### src/rtl/linear_proj_ctrl.sv
// Sequencer for the Q/K/V multwrap_wbram projection bank: streams input tiles with
// their weight addresses, paces the wrappers on their done flags, and hands off each row block.
module linear_proj_ctrl #(
    parameter int IN_W       = 256,
    parameter int ADDR_W     = 8,
    parameter int IN_TILES   = 4,
    parameter int ROW_BLOCKS = 4,
    parameter int TIMEOUT    = 1024
) (
    input  logic                          clk,
    input  logic                          rst_n,
    input  logic                          start,
    input  logic                          in_valid,
    output logic                          in_ready,
    input  logic [IN_W-1:0]               in_data,
    output logic                          en,
    output logic                          internal_rst_n,
    output logic                          internal_reset_acc,
    output logic                          w_mat_enb,
    output logic [ADDR_W-1:0]             w_mat_addrb,
    output logic [IN_W-1:0]               in_multi_matmul,
    input  logic                          systolic_finish_all,
    input  logic                          acc_done_all,
    output logic                          out_valid,
    input  logic                          out_ready,
    output logic [$clog2(ROW_BLOCKS):0]   out_row,
    output logic                          busy,
    output logic                          done,
    output logic                          error
);

    localparam int ROW_W  = $clog2(ROW_BLOCKS) + 1;
    localparam int WAIT_W = $clog2(TIMEOUT + 1);
    localparam logic [ADDR_W-1:0] K_LAST   = ADDR_W'(IN_TILES - 1);
    localparam logic [ROW_W-1:0]  ROW_LAST = ROW_W'(ROW_BLOCKS - 1);
    localparam logic [WAIT_W-1:0] WAIT_MAX = WAIT_W'(TIMEOUT - 1);

    typedef enum logic [2:0] {
        S_IDLE, S_SRST, S_LOAD, S_RUN, S_WAIT_ACC, S_OUT, S_CLR, S_DONE
    } state_t;

    state_t              r_state;
    state_t              w_next;
    logic [ADDR_W-1:0]   r_k;
    logic [ROW_W-1:0]    r_row;
    logic [WAIT_W-1:0]   r_wait;

    logic                r_in_ready, r_en, r_irst_n, r_racc, r_enb;
    logic [ADDR_W-1:0]   r_addr;
    logic [IN_W-1:0]     r_data;
    logic                r_out_valid, r_busy, r_done, r_error;
    logic [ROW_W-1:0]    r_out_row;

    logic w_start_run, w_accept, w_k_inc, w_k_clr, w_row_inc, w_timeout;

    always_ff @(posedge clk or negedge rst_n) begin
        if (!rst_n) r_state <= S_IDLE;
        else        r_state <= w_next;
    end

    always_comb begin
        w_next      = r_state;
        w_start_run = 1'b0;
        w_accept    = 1'b0;
        w_k_inc     = 1'b0;
        w_k_clr     = 1'b0;
        w_row_inc   = 1'b0;
        w_timeout   = 1'b0;
        case (r_state)
            S_IDLE: if (start) begin
                w_start_run = 1'b1;
                w_next      = S_SRST;
            end
            S_SRST: w_next = S_LOAD;
            S_LOAD: if (in_valid && r_in_ready) begin
                w_accept = 1'b1;
                w_next   = S_RUN;
            end
            // A finish flag on the watchdog's last cycle still counts as progress.
            S_RUN: begin
                if (systolic_finish_all) begin
                    if (r_k == K_LAST) begin
                        w_next = S_WAIT_ACC;
                    end else begin
                        w_k_inc = 1'b1;
                        w_next  = S_LOAD;
                    end
                end else if (r_wait == WAIT_MAX) begin
                    w_timeout = 1'b1;
                    w_next    = S_IDLE;
                end
            end
            S_WAIT_ACC: begin
                if (acc_done_all) begin
                    w_next = S_OUT;
                end else if (r_wait == WAIT_MAX) begin
                    w_timeout = 1'b1;
                    w_next    = S_IDLE;
                end
            end
            S_OUT: if (out_ready) w_next = S_CLR;
            S_CLR: begin
                w_k_clr = 1'b1;
                if (r_row == ROW_LAST) begin
                    w_next = S_DONE;
                end else begin
                    w_row_inc = 1'b1;
                    w_next    = S_LOAD;
                end
            end
            S_DONE: w_next = S_IDLE;
            default: w_next = S_IDLE;
        endcase
    end

    // Watchdog restarts on each state entry so every tile gets a full budget.
    always_ff @(posedge clk or negedge rst_n) begin
        if (!rst_n) begin
            r_wait <= '0;
        end else if (w_next != r_state) begin
            r_wait <= '0;
        end else if (r_state == S_RUN || r_state == S_WAIT_ACC) begin
            r_wait <= r_wait + 1'b1;
        end
    end

    always_ff @(posedge clk or negedge rst_n) begin
        if (!rst_n) begin
            r_k   <= '0;
            r_row <= '0;
        end else begin
            if (w_start_run || w_k_clr) r_k <= '0;
            else if (w_k_inc)           r_k <= r_k + 1'b1;
            if (w_start_run)            r_row <= '0;
            else if (w_row_inc)         r_row <= r_row + 1'b1;
        end
    end

    // Outputs are decoded from the next state so they line up with the state they describe.
    always_ff @(posedge clk or negedge rst_n) begin
        if (!rst_n) begin
            r_in_ready  <= 1'b0;
            r_en        <= 1'b0;
            r_irst_n    <= 1'b1;
            r_racc      <= 1'b0;
            r_enb       <= 1'b0;
            r_addr      <= '0;
            r_data      <= '0;
            r_out_valid <= 1'b0;
            r_out_row   <= '0;
            r_busy      <= 1'b0;
            r_done      <= 1'b0;
            r_error     <= 1'b0;
        end else begin
            r_in_ready  <= (w_next == S_LOAD);
            r_en        <= (w_next == S_RUN) || (w_next == S_WAIT_ACC);
            r_irst_n    <= !((w_next == S_SRST) || w_timeout);
            r_racc      <= (w_next == S_CLR);
            r_enb       <= w_accept;
            r_out_valid <= (w_next == S_OUT);
            r_out_row   <= r_row;
            r_busy      <= (w_next != S_IDLE);
            r_done      <= (w_next == S_DONE);
            if (w_accept) begin
                r_addr <= r_k;
                r_data <= in_data;
            end
            if (w_start_run)    r_error <= 1'b0;
            else if (w_timeout) r_error <= 1'b1;
        end
    end

    assign in_ready           = r_in_ready;
    assign en                 = r_en;
    assign internal_rst_n     = r_irst_n;
    assign internal_reset_acc = r_racc;
    assign w_mat_enb          = r_enb;
    assign w_mat_addrb        = r_addr;
    assign in_multi_matmul    = r_data;
    assign out_valid          = r_out_valid;
    assign out_row            = r_out_row;
    assign busy               = r_busy;
    assign done               = r_done;
    assign error              = r_error;

endmodule

### config.mk
export PLATFORM = sky130hd
export DESIGN_NAME = linear_proj_ctrl
export DESIGN_NICKNAME = d
export VERILOG_FILES = /design/src/rtl/linear_proj_ctrl.sv
export SDC_FILE = /design/constraint.sdc
export NUM_CORES = 1
export LEC_CHECK = 0
export ABC_AREA = 1
export ABC_CLOCK_PERIOD_IN_PS = 3600
export CELL_PAD_IN_SITES_DETAIL_PLACEMENT = 0
export CELL_PAD_IN_SITES_GLOBAL_PLACEMENT = 1
export CORE_AREA = 2 2 212 214
export DETAILED_ROUTE_END_ITERATION = 8
export DIE_AREA = 0 0 214 216
export PLACE_DENSITY_LB_ADDON = 0.1
export SYNTH_ARGS = -nofsm -noshare
export SYNTH_HDL_FRONTEND = slang
export SYNTH_SLANG_ARGS = --single-unit
### constraint.sdc
create_clock -name clk -period 3.6 [get_ports clk]
set_input_delay 0.72 -clock clk [delete_from_list [all_inputs] [get_ports clk]]
set_output_delay 0.72 -clock clk [all_outputs]
set_load 0.1 [all_outputs]
# Word level (Yosys, flattened, before mapping)
# Cells that the tools add are included.
# totals
reg_bits	301
input_bits	263
# classes
addsub	3
n_eq_ne	18
mux	31
reduce_logical	12
# ops
op	count
3-bit two-way mux	10
3-bit == test (second input constant)	8
3-bit one-hot mux with 8 select lines	1
11-bit two-way mux	2
8-bit two-way mux	2
3-bit by 2-bit == test with 1-bit output (second input constant)	5
1-bit two-way mux	15
11-bit by 1-bit adder with 11-bit output (second input constant)	1
11-bit by 10-bit == test with 1-bit output (second input constant)	1
8-bit by 1-bit adder with 8-bit output (second input constant)	1
8-bit by 2-bit == test with 1-bit output (second input constant)	1
2-bit nonzero test	4
3-bit by 1-bit == test with 1-bit output (second input constant)	2
1-bit logical OR	4
3-bit by 1-bit adder with 3-bit output (second input constant)	1
3-bit zero test	1
3-bit != test	1
3-bit nonzero test	1
1-bit one-hot mux with 2 select lines	1
1-bit logical AND	1
1-bit zero test	1

# Logic depth before layout (Yosys ltp)
# Gate-level depths: netlist of run 1.
# depth
depth_word	7
mapped_depth	11
mapped_depth_nobuf	10

# Worst setup path after synthesis of run 1
# Ideal clock, no wire load.
# synth_path
kind	flip-flop to flip-flop
start	reg r_in_ready (netlist: in_ready)
end	reg r_data[132] (netlist: in_multi_matmul[132])
setup_time_ns	0.122
arrival_time_ns	2.038
slack_ns	1.439
stages_incl_launch_ff	9
n_path_buf	3
period_less_slack_ns	2.161
cell_sequence	dfrtp_1 -> nand3_1 -> nor3_4 -> inv_2 -> buf_2 -> buf_2 -> buf_2 -> nand2_1 -> nand2_1
# synth_via
elab_chain_cells	3
# synth_lines
item	line	rtl
start, declared	48	logic r_in_ready, r_en, r_irst_n, r_racc, r_enb;
start signal, assigned	155	r_in_ready <= (w_next == S_LOAD);
1-bit logical AND	75	S_LOAD: if (in_valid && r_in_ready) begin
1-bit two-way mux	75	
1-bit two-way mux	69	case (r_state)
end signal, assigned	166	r_data <= in_data;
end, declared	50	logic [IN_W-1:0] r_data;
# Every way passes these cells.
# A chain may end at the register's enable or synchronous reset.

# Worst setup path in the final report of run 1
# layout_path
start	reg r_irst_n (netlist: internal_rst_n)
end	out internal_rst_n
# layout_lines
item	line	rtl
start, declared	48	
start signal, assigned	157	r_irst_n <= !((w_next == S_SRST) || w_timeout);
end, declared	17	output logic internal_rst_n,
# No word-level cell between the ends.

==> metrics.md, run 1 <==
| Metric | Value |
|---|---|
| Area of the multi-input gates | `0.003724 mm²` |
| Area Overhead vs Synth | `61.11%` |
| Residual DRC | `0` |
| Worst skew pair latency | `0.54 ns` |
| Final setup violation count | `0` |
| Maximum root-to-sink buffer count | `3` |
| Req. time, crit path | `between 2 and 3 ns` |
| Startpoint types | `register` |
| Die area | `approximately 0.046 mm²` |
| Largest net degree at the start of global routing | `approximately 130` |
| Routability cong. | `about 0.81` |
| Post-Syn Instances | `around 1300` |
| Pins Over Slew Limit | `0` |
| Post-CTS sizing | `0` |
| CP Cell Sequence | `clkdlybuf4s50_1` |
| Synth Warn # | `0` |
| Critical Path Sink Type | `primary output` |
| RSZ-0062 raised after global routing | `no` |
| Delay-heaviest family, CP | `buffers and inverters` |
| DRT Pass-1 Iters | `5` |
| Register area share after synthesis | `0.6472` |
| Slew of the pin with the lowest slew margin | `around 1.1 ns` |
| Clk root buf | `clkbuf_16` |
| Die W | `between 200 and 250 µm` |
| H-tree levels | `2` |
| Setup TNS | `0 ns` |
| Wire per inst | `around 18 µm` |
| Tcrit/Tclk final | `0.8029` |
| Final Hold Fails | `0` |
| Mean post-synth cell area | `about 8.8 µm²` |
| Highest clock rate | `around 350 MHz` |
| Num CTS Buffers | `37` |
| Post-route minimum period | `slightly below 3 ns` |
| Tot GR Track Use | `0.1861` |
| Crit-path max cell delay | `about 1.1 ns` |
| Post-CTS Repair Setup Buffers | `0` |
| Netlist cell types | `28` |
| Via total after detailed routing | `roughly 10000` |
| IO Pins | `about 540` |
| Drt total wl | `about 43000 µm` |
| Mapped cell area | `around 0.012 mm²` |
| Post-DP HPWL | `31310 µm` |
| Worst endpoint data arrival time | `approximately 2.2 ns` |
| Commonest non-fill, non-tap cell in the layout | `nand2_1` |
| Mapped Nets | `1589` |
| Detail Route Antenna Nets | `0` |
| CP Max Fanout | `1` |
| Core Box Area | `approximately 0.044 mm²` |
| Number of global-route vias before repair | `roughly 10000` |
| Max-cap viol count | `0` |
| Port bufs | `~540` |
| Clock slew at reported path FFs | `~0.05 ns` |
| Layout Skew | `approximately 0.018 ns` |
| DR vias/cell | `4.163` |
| CTS tree | `built` |
| CTS Sinks | `~300` |
| Initial antenna violation count | `6` |
| First-pass GRT wire length | `around 66000 µm` |
| Hold Buf Count CTS | `0` |
| Die height | `~220 µm` |
| Commonest cells after routing, fill and taps aside | `nand2_1, clkdlybuf4s50_1, dfrtp_1, buf_4, clkbuf_16` |
| Critical path class | `register to primary output` |
| WP buf/inv | `1` |
| FP Rows | `77` |
| Layout Nets | `~2100` |
| Status | `finished clean` |
| Layout cells sized above 1 | `0.06809` |
| Worst hold path type | `input port to asynchronous set/reset pin` |
| Slew headroom | `0.2755` |
| Synthesis-stage register bit count | `301` |
| Drt initial violations | `630` |
| Slowest CP cell | `clkdlybuf4s50_1` |
| Final global-route overflow total | `0` |
| FF+latch area | `0.007533 mm²` |
| Starting density of the core | `0.2655` |
| Fillers | `4429` |
## flip-flops by register name, indices dropped and copies added, names as in the netlist, 3 cells and up
| name | cells |
|---|---|
| r_k | 8 |
| r_wait | 11 |
| out_row | 3 |
| w_mat_addrb | 8 |
| r_state | 3 |
| r_row | 3 |
| in_multi_matmul | 256 |
## routing by layer
layer | vias up | GRT usage | wire [µm] | part of all wire
met5 | - | 0 | 29 | 0.00067
met3 | 66 | 0.06723 | 3562 | 0.082
met4 | 4 | 0.05431 | 1086 | 0.025
met1 | 4785 | 0.2219 | 17450 | 0.40
met2 | 354 | 0.3149 | 21230 | 0.49
li1 | 5095 | - | - | -
## cell usage after synthesis, drive strengths merged
cell    number  area share
nand2      815        0.26
dfrtp      300        0.64
nor2        38       0.012
buf         37       0.016
inv         28      0.0090
clkbuf      24      0.0077
o21ai       18      0.0077
nand3       14      0.0064
a21oi       11      0.0051
nand4        9      0.0048
xor2         9      0.0068
ha           4      0.0043
nor3         4      0.0027
a211oi       2      0.0013
xnor2        2      0.0015
dfstp        1      0.0023
mux2         1     0.00097
nand3b       1     0.00065
nor3b        1     0.00065
nor4         1     0.00054
o211ai       1     0.00065
o22ai        1     0.00054
## worst register-to-register path, cell delays in order (launching register included)
cell     delay [ns]
dfrtp_1        0.51
inv_1          0.13
nand3_1        0.11
nor3_4         0.41
inv_8          0.30
buf_4          0.64
nand2_1        0.12
nand2_1        0.05
## layout make-up
type / instances / area share
Antenna cell: 3 / 0.0004003
Clock buffer: 59 / 0.05978
Clock inverter: 8 / 0.002469
Inverter: 28 / 0.006005
Multi-Input combinational cell: 932 / 0.1986
Sequential cell: 301 / 0.4017
Tap cell: 592 / 0.03950
Timing Repair Buffer: 552 / 0.2916
## cells by family after synthesis
family / count (synthesis) / synth area share
simple gates: 883 / 0.2911
flops: 301 / 0.6472
fa+ha+maj: 4 / 0.004300
xor+xnor: 11 / 0.008278
compound gates: 33 / 0.01526
buf+inv: 89 / 0.03289
mux: 1 / 0.0009674
## final timing paths
path	start	endpoint	slack, ns	depth (start not counted)
worst max-delay path	internal_rst_n	internal_rst_n	0.71	1
worst min-delay path	rst_n	in_multi_matmul[115]	0.22	1
worst max register to register	r_state[2]	in_multi_matmul[138]	1.20	7
worst min register to register	r_row[1]	out_row[1]	0.41	0
max in group asynchronous	rst_n	internal_rst_n	2.49	2
min in group clk	r_row[1]	out_row[1]	0.41	0
## metrics by stage
stage | area (µm²) | setup WS, ns | hold WS [ns] | utilization | instances
6_report | 18750 | 0.7095 | 0.2154 | 0.4278 | 2475
5_1_grt | 18750 | 0.6534 | 0.2335 | 0.4278 | 2475
4_1_cts | 18750 | 0.6626 | 0.2126 | 0.4276 | 2472
3_5_place_dp | 17580 | 0.7465 | 0.3987 | 0.4010 | 2405
3_3_place_gp | 17580 | 0.7771 | 0.3959 | 0.4010 | 2405
2_1_floorplan | 11640 | 1.439 | 0.3727 | - | 1322
Power of run 1 is left out: the tool's default activity adds up to more than one toggle a clock period on the data nets, which glitch-free logic cannot reach.
==> run 2: changes to the inputs <==
ABC_CLOCK_PERIOD_IN_PS = 2700   (was 3600)
clock period = 2.7 ns   (was 3.6 ns; I/O delays follow)
==> run 2 against run 1 <==
  * Count of clock-buffer cells in the layout shrank 1
  * Worst setup slack improved by 0.0097 ns
  * Largest cell class unchanged
  * Global-route usage fell by 0.21 points
  * First-iteration DRC count down 10%
  * Cell area shrank 2.5%
  * Worst hold slack better by 0.19 ns
  * Utilization fell by 1.1 points
  * Clock skew decreased by 0.0038 ns
  * Die area stayed put
  * Non-clock buffer count grew 5
==> metrics.md, run 2 (synthesis gave the netlist of run 1 again) <==
| Metric | Value |
|---|---|
| Commonest non-fill, non-tap cell in the layout | `nand2_1 (unchanged)` |
| Highest clock rate | `~500 MHz` |
| Post-CTS sizing | `0 (unchanged)` |
| Layout Nets | `2124 (was 2119)` |
| Status | `finished clean (unchanged)` |
| Critical path class | `register to register (was register to primary output)` |
| Maximum root-to-sink buffer count | `3 (unchanged)` |
| Slew of the pin with the lowest slew margin | `0.6292 ns (was 1.083 ns)` |
| CTS tree | `built (unchanged)` |
| Die W | `214 µm (unchanged)` |
| Starting density of the core | `0.2655 (unchanged)` |
| Final Hold Fails | `0 (unchanged)` |
| Layout cells sized above 1 | `0.1902 (was 0.06809)` |
| Req. time, crit path | `3.12 ns (was 2.88 ns)` |
| Number of global-route vias before repair | `10453 (was 10431)` |
| Port bufs | `538 (unchanged)` |
| Slew headroom | `0.5806 (was 0.2755)` |
| Tot GR Track Use | `0.1840 (was 0.1861)` |
| Worst skew pair latency | `0.54 ns (about the same)` |
| Worst endpoint data arrival time | `2.40 ns (was 2.17 ns)` |
| Num CTS Buffers | `37 (unchanged)` |
| Via total after detailed routing | `10339 (was 10304)` |
| Startpoint types | `register (unchanged)` |
| Clock slew at reported path FFs | `0.06 ns (was 0.05 ns)` |
| Drt initial violations | `566 (was 630)` |
| First-pass GRT wire length | `65270 µm (was 65780 µm)` |
| Layout Skew | `0.01468 ns (was 0.01845 ns)` |
| Die height | `216 µm (unchanged)` |
| Fillers | `4489 (was 4429)` |
| Die area | `0.04622 mm² (unchanged)` |
| Max reg flops | `256 (unchanged)` |
| Final setup violation count | `0 (unchanged)` |
| WP buf/inv | `1 (unchanged)` |
| CTS Sinks | `301 (unchanged)` |
| Tcrit/Tclk final | `0.7336` |
| Worst hold path type | `register to register (was input port to asynchronous set/reset pin)` |
| DR vias/cell | `4.174 (was 4.163)` |
| Largest net degree at the start of global routing | `117 (was 133)` |
| CP Max Fanout | `11 (was 1)` |
| Core Box Area | `0.04384 mm² (unchanged)` |
| Delay-heaviest family, CP | `simple AND/OR/NAND/NOR gates (was buffers and inverters)` |
| Area Overhead vs Synth | `57.11% (was 61.11%)` |
| Critical Path Sink Type | `register (was primary output)` |
| Initial antenna violation count | `7 (was 6)` |
| Post-DP HPWL | `31180 µm (was 31310 µm)` |
| Pins Over Slew Limit | `0 (unchanged)` |
| Max-cap viol count | `0 (unchanged)` |
| DRT Pass-1 Iters | `5 (unchanged)` |
| IO Pins | `539 (unchanged)` |
| FP Rows | `77 (unchanged)` |
| Wire per inst | `17.36 µm (was 17.52 µm)` |
| Post-route minimum period | `between 1.5 and 2 ns` |
| H-tree levels | `2 (unchanged)` |
| Routability cong. | `0.8059 (was 0.8077)` |
| Setup TNS | `0 ns (unchanged)` |
| CP Cell Sequence | `inv_1 > nand3_1 > nor2_1 > a21oi_2 > nand3_2 > nand2_1 > nand2_1 > nand2_1 > nor2_1 (was clkdlybuf4s50_1)` |
| Detail Route Antenna Nets | `0 (unchanged)` |
| Crit-path max cell delay | `0.55 ns (was 1.12 ns)` |
| Final global-route overflow total | `0 (unchanged)` |
| Most used cell, CP | `nand2_1` |
| Clk root buf | `clkbuf_16 (unchanged)` |
| Drt total wl | `43010 µm (was 43360 µm)` |
| Commonest cells after routing, fill and taps aside | `nand2_1, dfrtp_1, buf_4, clkdlybuf4s50_1, clkbuf_16 (was nand2_1, clkdlybuf4s50_1, dfrtp_1, buf_4, clkbuf_16)` |
| Residual DRC | `0 (unchanged)` |
| RSZ-0062 raised after global routing | `no (unchanged)` |
| Slowest CP cell | `dfrtp_1 (was clkdlybuf4s50_1)` |
[run 2: layout make-up]
class | count | area, µm² | area share
antenna | 3 | 7.507 | 0.0004105
clock buffer | 58 | 1147 | 0.06274
clock inverter | 6 | 40.04 | 0.002189
inverter | 28 | 112.6 | 0.006158
multi-input combinational | 932 | 3724 | 0.2036
sequential | 301 | 7533 | 0.4119
tap | 592 | 740.7 | 0.04050
timing repair buffer | 557 | 4982 | 0.2724
[run 2: per-stage QoR]
step | worst slack, ns | hold slack, ns | util | std cells | instance area [µm²]
final | 0.7192 | 0.4056 | 0.4172 | 2477 | 18290
after global routing | 0.4938 | 0.4239 | 0.4171 | 2475 | 18280
after global placement | 0.3585 | 0.3939 | 0.3897 | 2409 | 17080
after floorplan | 0.5394 | 0.2444 | - | 1322 | 11640
after detailed placement | 0.3693 | 0.3990 | 0.3897 | 2409 | 17080
after CTS | 0.6980 | 0.4132 | 0.4170 | 2474 | 18280
[run 2: final timing paths]
kind	startpoint	end	slack [ns]	cells past startpoint
max in group asynchronous	rst_n	in_multi_matmul[189]	1.50	3
min in group asynchronous	rst_n	in_multi_matmul[115]	0.48	2
hold / removal	r_row[2]	out_row[2]	0.41	0
setup / recovery	r_state[2]	r_wait[0]	0.72	9
hold reg to reg	r_row[2]	out_row[2]	0.41	0
setup reg to reg	r_state[2]	r_wait[0]	0.72	9
[run 2: layer usage]
metal,share of wire,track usage,wire length [µm]
met1,0.40,0.2176,17220
met2,0.49,0.3088,20910
met3,0.090,0.07019,3887
met4,0.022,0.05758,956
met5,0.00081,0,35
[run 2: timing repair]
| action | CTS | global route |
|---|---|---|
| hold buffers | 1 | 0 |
| buffers inserted | 0 | 0 |
| setup endpoints to repair | 0 | 0 |
| endpoints found under the hold margin | 29 | 0 |
Power of run 2 is left out for the same reason.
==> run 3: changes to the inputs <==
ABC_CLOCK_PERIOD_IN_PS = 1700   (was 2700)
CORE_AREA = default   (was 2 2 212 214)
CORE_UTILIZATION = 27   (was default)
DIE_AREA = default   (was 0 0 214 216)
clock period = 1.7 ns   (was 2.7 ns; I/O delays follow)
==> run 3 against run 2 <==
  * Routed wire length grew 2.7%
  * Critical path depth is 1 higher
  * Non-clock buffer count is 70 higher
  * Global-route usage increased by 1.9 points
  * Die area fell by 4.9%
  * Worst hold slack worse by 0.11 ns
  * Utilization increased by 12 points
  * Fmax up 19%
  * Sequential share of layout area decreased by 7.8 points
  * Cell count grew 0.89%
  * First-iteration DRC count increased by 17%
==> metrics.md, run 3 (synthesis gave the netlist of run 1 again) <==
| Metric | Value |
|---|---|
| Status | `finished clean (unchanged)` |
| Highest clock rate | `599.3 MHz (was 504.9 MHz)` |
| R2R depth | `10 (was 9)` |
| FP Rows | `75 (was 77)` |
| Worst R2R Start | `r_wait[0] (was r_state[2])` |
| Startpoint types | `register (unchanged)` |
| Via total after detailed routing | `10706 (was 10339)` |
| CTS tree | `built (unchanged)` |
| Clk root buf | `clkbuf_16 (unchanged)` |
| Slew headroom | `0.7131 (was 0.5806)` |
| Area Overhead vs Synth | `93.67% (was 57.11%)` |
| Slowest CP cell | `dfrtp_1 (unchanged)` |
| Layout cells sized above 1 | `0.2331 (was 0.1902)` |
| IO Pins | `539 (unchanged)` |
| Commonest cells after routing, fill and taps aside | `nand2_1, dfrtp_1, buf_12, clkdlybuf4s50_1, buf_4 (was nand2_1, dfrtp_1, buf_4, clkdlybuf4s50_1, clkbuf_16)` |
| Max reg flops | `256 (unchanged)` |
| Crit-path max cell delay | `0.35 ns (was 0.55 ns)` |
| Most used cell, CP | `a21oi_2 (was nand2_1)` |
| Wire per inst | `17.68 µm (was 17.36 µm)` |
| Req. time, crit path | `2.12 ns (was 3.12 ns)` |
| Final global-route overflow total | `0 (unchanged)` |
| Cell Count Post-Placement | `2422 (was 2409)` |
| Tcrit/Tclk final | `0.9816 (was 0.7336)` |
| CTS Sinks | `301 (unchanged)` |
| Worst skew pair latency | `0.54 ns (about the same)` |
| Drt total wl | `44180 µm (was 43010 µm)` |
| DRT Pass-1 Iters | `4 (was 5)` |
| Crit path from | `r_wait[0] (was r_state[2])` |
| Largest net degree at the start of global routing | `91 (was 117)` |
| CP Max Fanout | `11 (unchanged)` |
| Reg-to-reg slack, setup | `0.03 ns (was 0.72 ns)` |
| Max-cap viol count | `0 (unchanged)` |
| Residual DRC | `0 (unchanged)` |
| Critical Path Sink Type | `register (unchanged)` |
| Layout Nets | `2195 (was 2124)` |
| Core Box Area | `0.04223 mm² (was 0.04384 mm²)` |
| Finished Layout Cells | `2499 (was 2477)` |
| CP Cell Sequence | `ha_2 > nand2_4 > nor2_4 > buf_6 > nand4_1 > a21oi_2 > a21oi_2 > nand2_2 > buf_12 > nor2_1 (was inv_1 > nand3_1 > nor2_1 > a21oi_2 > nand3_2 > nand2_1 > nand2_1 > nand2_1 > nor2_1)` |
| Final setup violation count | `0 (unchanged)` |
| RSZ-0062 raised after global routing | `yes (was no)` |
| Post-route minimum period | `1.669 ns (was 1.981 ns)` |
| DR vias/cell | `4.284 (was 4.174)` |
| Worst reg2reg path endpoint | `r_wait[0] (unchanged)` |
| Die W | `209.6 µm (was 214 µm)` |
| Initial antenna violation count | `8 (was 7)` |
| Detail Route Antenna Nets | `0 (unchanged)` |
| Starting density of the core | `0.2756 (was 0.2655)` |
| Layout Skew | `0.008085 ns (was 0.01468 ns)` |
| Clock slew at reported path FFs | `0.05 ns (was 0.06 ns)` |
| Drt initial violations | `663 (was 566)` |
| Num CTS Buffers | `38 (was 37)` |
| Routability cong. | `0.8086 (was 0.8059)` |
| Tot GR Track Use | `0.2028 (was 0.1840)` |
| Die area | `0.04394 mm² (was 0.04622 mm²)` |
| H-tree levels | `2 (unchanged)` |
| Die height | `209.6 µm (was 216 µm)` |
| First-pass GRT wire length | `67450 µm (was 65270 µm)` |
| Critical path class | `register to register (unchanged)` |
| Worst endpoint data arrival time | `2.09 ns (was 2.40 ns)` |
| Slew of the pin with the lowest slew margin | `0.4303 ns (was 0.6292 ns)` |
| Number of global-route vias before repair | `11024 (was 10453)` |
| Port bufs | `538 (unchanged)` |
| Final Hold Fails | `0 (unchanged)` |
| Commonest non-fill, non-tap cell in the layout | `nand2_1 (unchanged)` |
| Worst Hold Slack | `0.2995 ns (was 0.4056 ns)` |
| Pins Over Slew Limit | `0 (unchanged)` |
| Post-DP HPWL | `33930 µm (was 31180 µm)` |
| Maximum root-to-sink buffer count | `3 (unchanged)` |
| Worst hold path type | `input port to asynchronous set/reset pin (was register to register)` |
## run 3: changes by cell type in the layout (fill, tap and decap cells not counted), moves of 3 or more
cell      previous run  this run
buf_12              11       298
buf_4              283        64
nor2_1              38        27
nor2_2               0         9
nand3_1             13         8
clkbuf_1             9        13
nand3_2              1         5
a21oi_1             10         7
ha_1                 4         1
ha_2                 0         3
nand2_1            814       811
## run 3: timing repair
action                                 4_1_cts  5_1_grt
resized for setup                           12       22
endpoints found under the hold margin       28        0
setup endpoints to repair                   14      195
pin swaps                                    4        5
setup buffers                                1        3
hold buffers                                 1        0
## run 3: worst max path at each step
stage	end	slack, ns	depth (start not counted)
floorplan	in_multi_matmul[142]	0.02	8
global placement	in_multi_matmul[230]	-0.30	7
detailed placement	in_multi_matmul[221]	-0.31	7
CTS	r_wait[7]	-0.009	10
global route	r_wait[4]	-0.08	11
finish	r_wait[0]	0.03	10
## run 3: final cells by class
class,instances,area (µm²)
well taps,539,674.4
clock inverters,5,50.05
flip-flops and latches,301,7537
repair buffers,627,9123
multi-input cells,932,3837
diodes,4,10.01
inverters,28,112.6
clock buffers,63,1199
fillers,3822,19690
## run 3: metal layers
metal | global-route usage | share of wire | up-vias
met5 | 0 | 0.0014 | -
met4 | 0.07752 | 0.028 | 8
met3 | 0.07257 | 0.089 | 73
met2 | 0.3416 | 0.50 | 373
met1 | 0.2354 | 0.39 | 5010
li1 | - | - | 5242
## run 3: critical path, delay by kind of cell (launching register included)
kind	cells	cell delay, ns
buffers and inverters	2	0.24
adders and majority gates	1	0.21
AOI/OAI and AO/OA	2	0.31
and+or+nand+nor	5	0.44
DFF	1	0.35
## run 3: stage by stage
step | utilization | setup WS, ns | cell area (µm²) | TNS (ns)
2_1_floorplan | - | 0.01752 | 11690 | 0
3_3_place_gp | 0.5004 | -0.2991 | 21130 | -62.50
3_5_place_dp | 0.5004 | -0.3104 | 21130 | -68.65
4_1_cts | 0.5312 | -0.008597 | 22430 | -0.03324
5_1_grt | 0.5338 | -0.07735 | 22540 | -1.677
6_report | 0.5338 | 0.03128 | 22540 | 0
Power of run 3 is left out for the same reason.
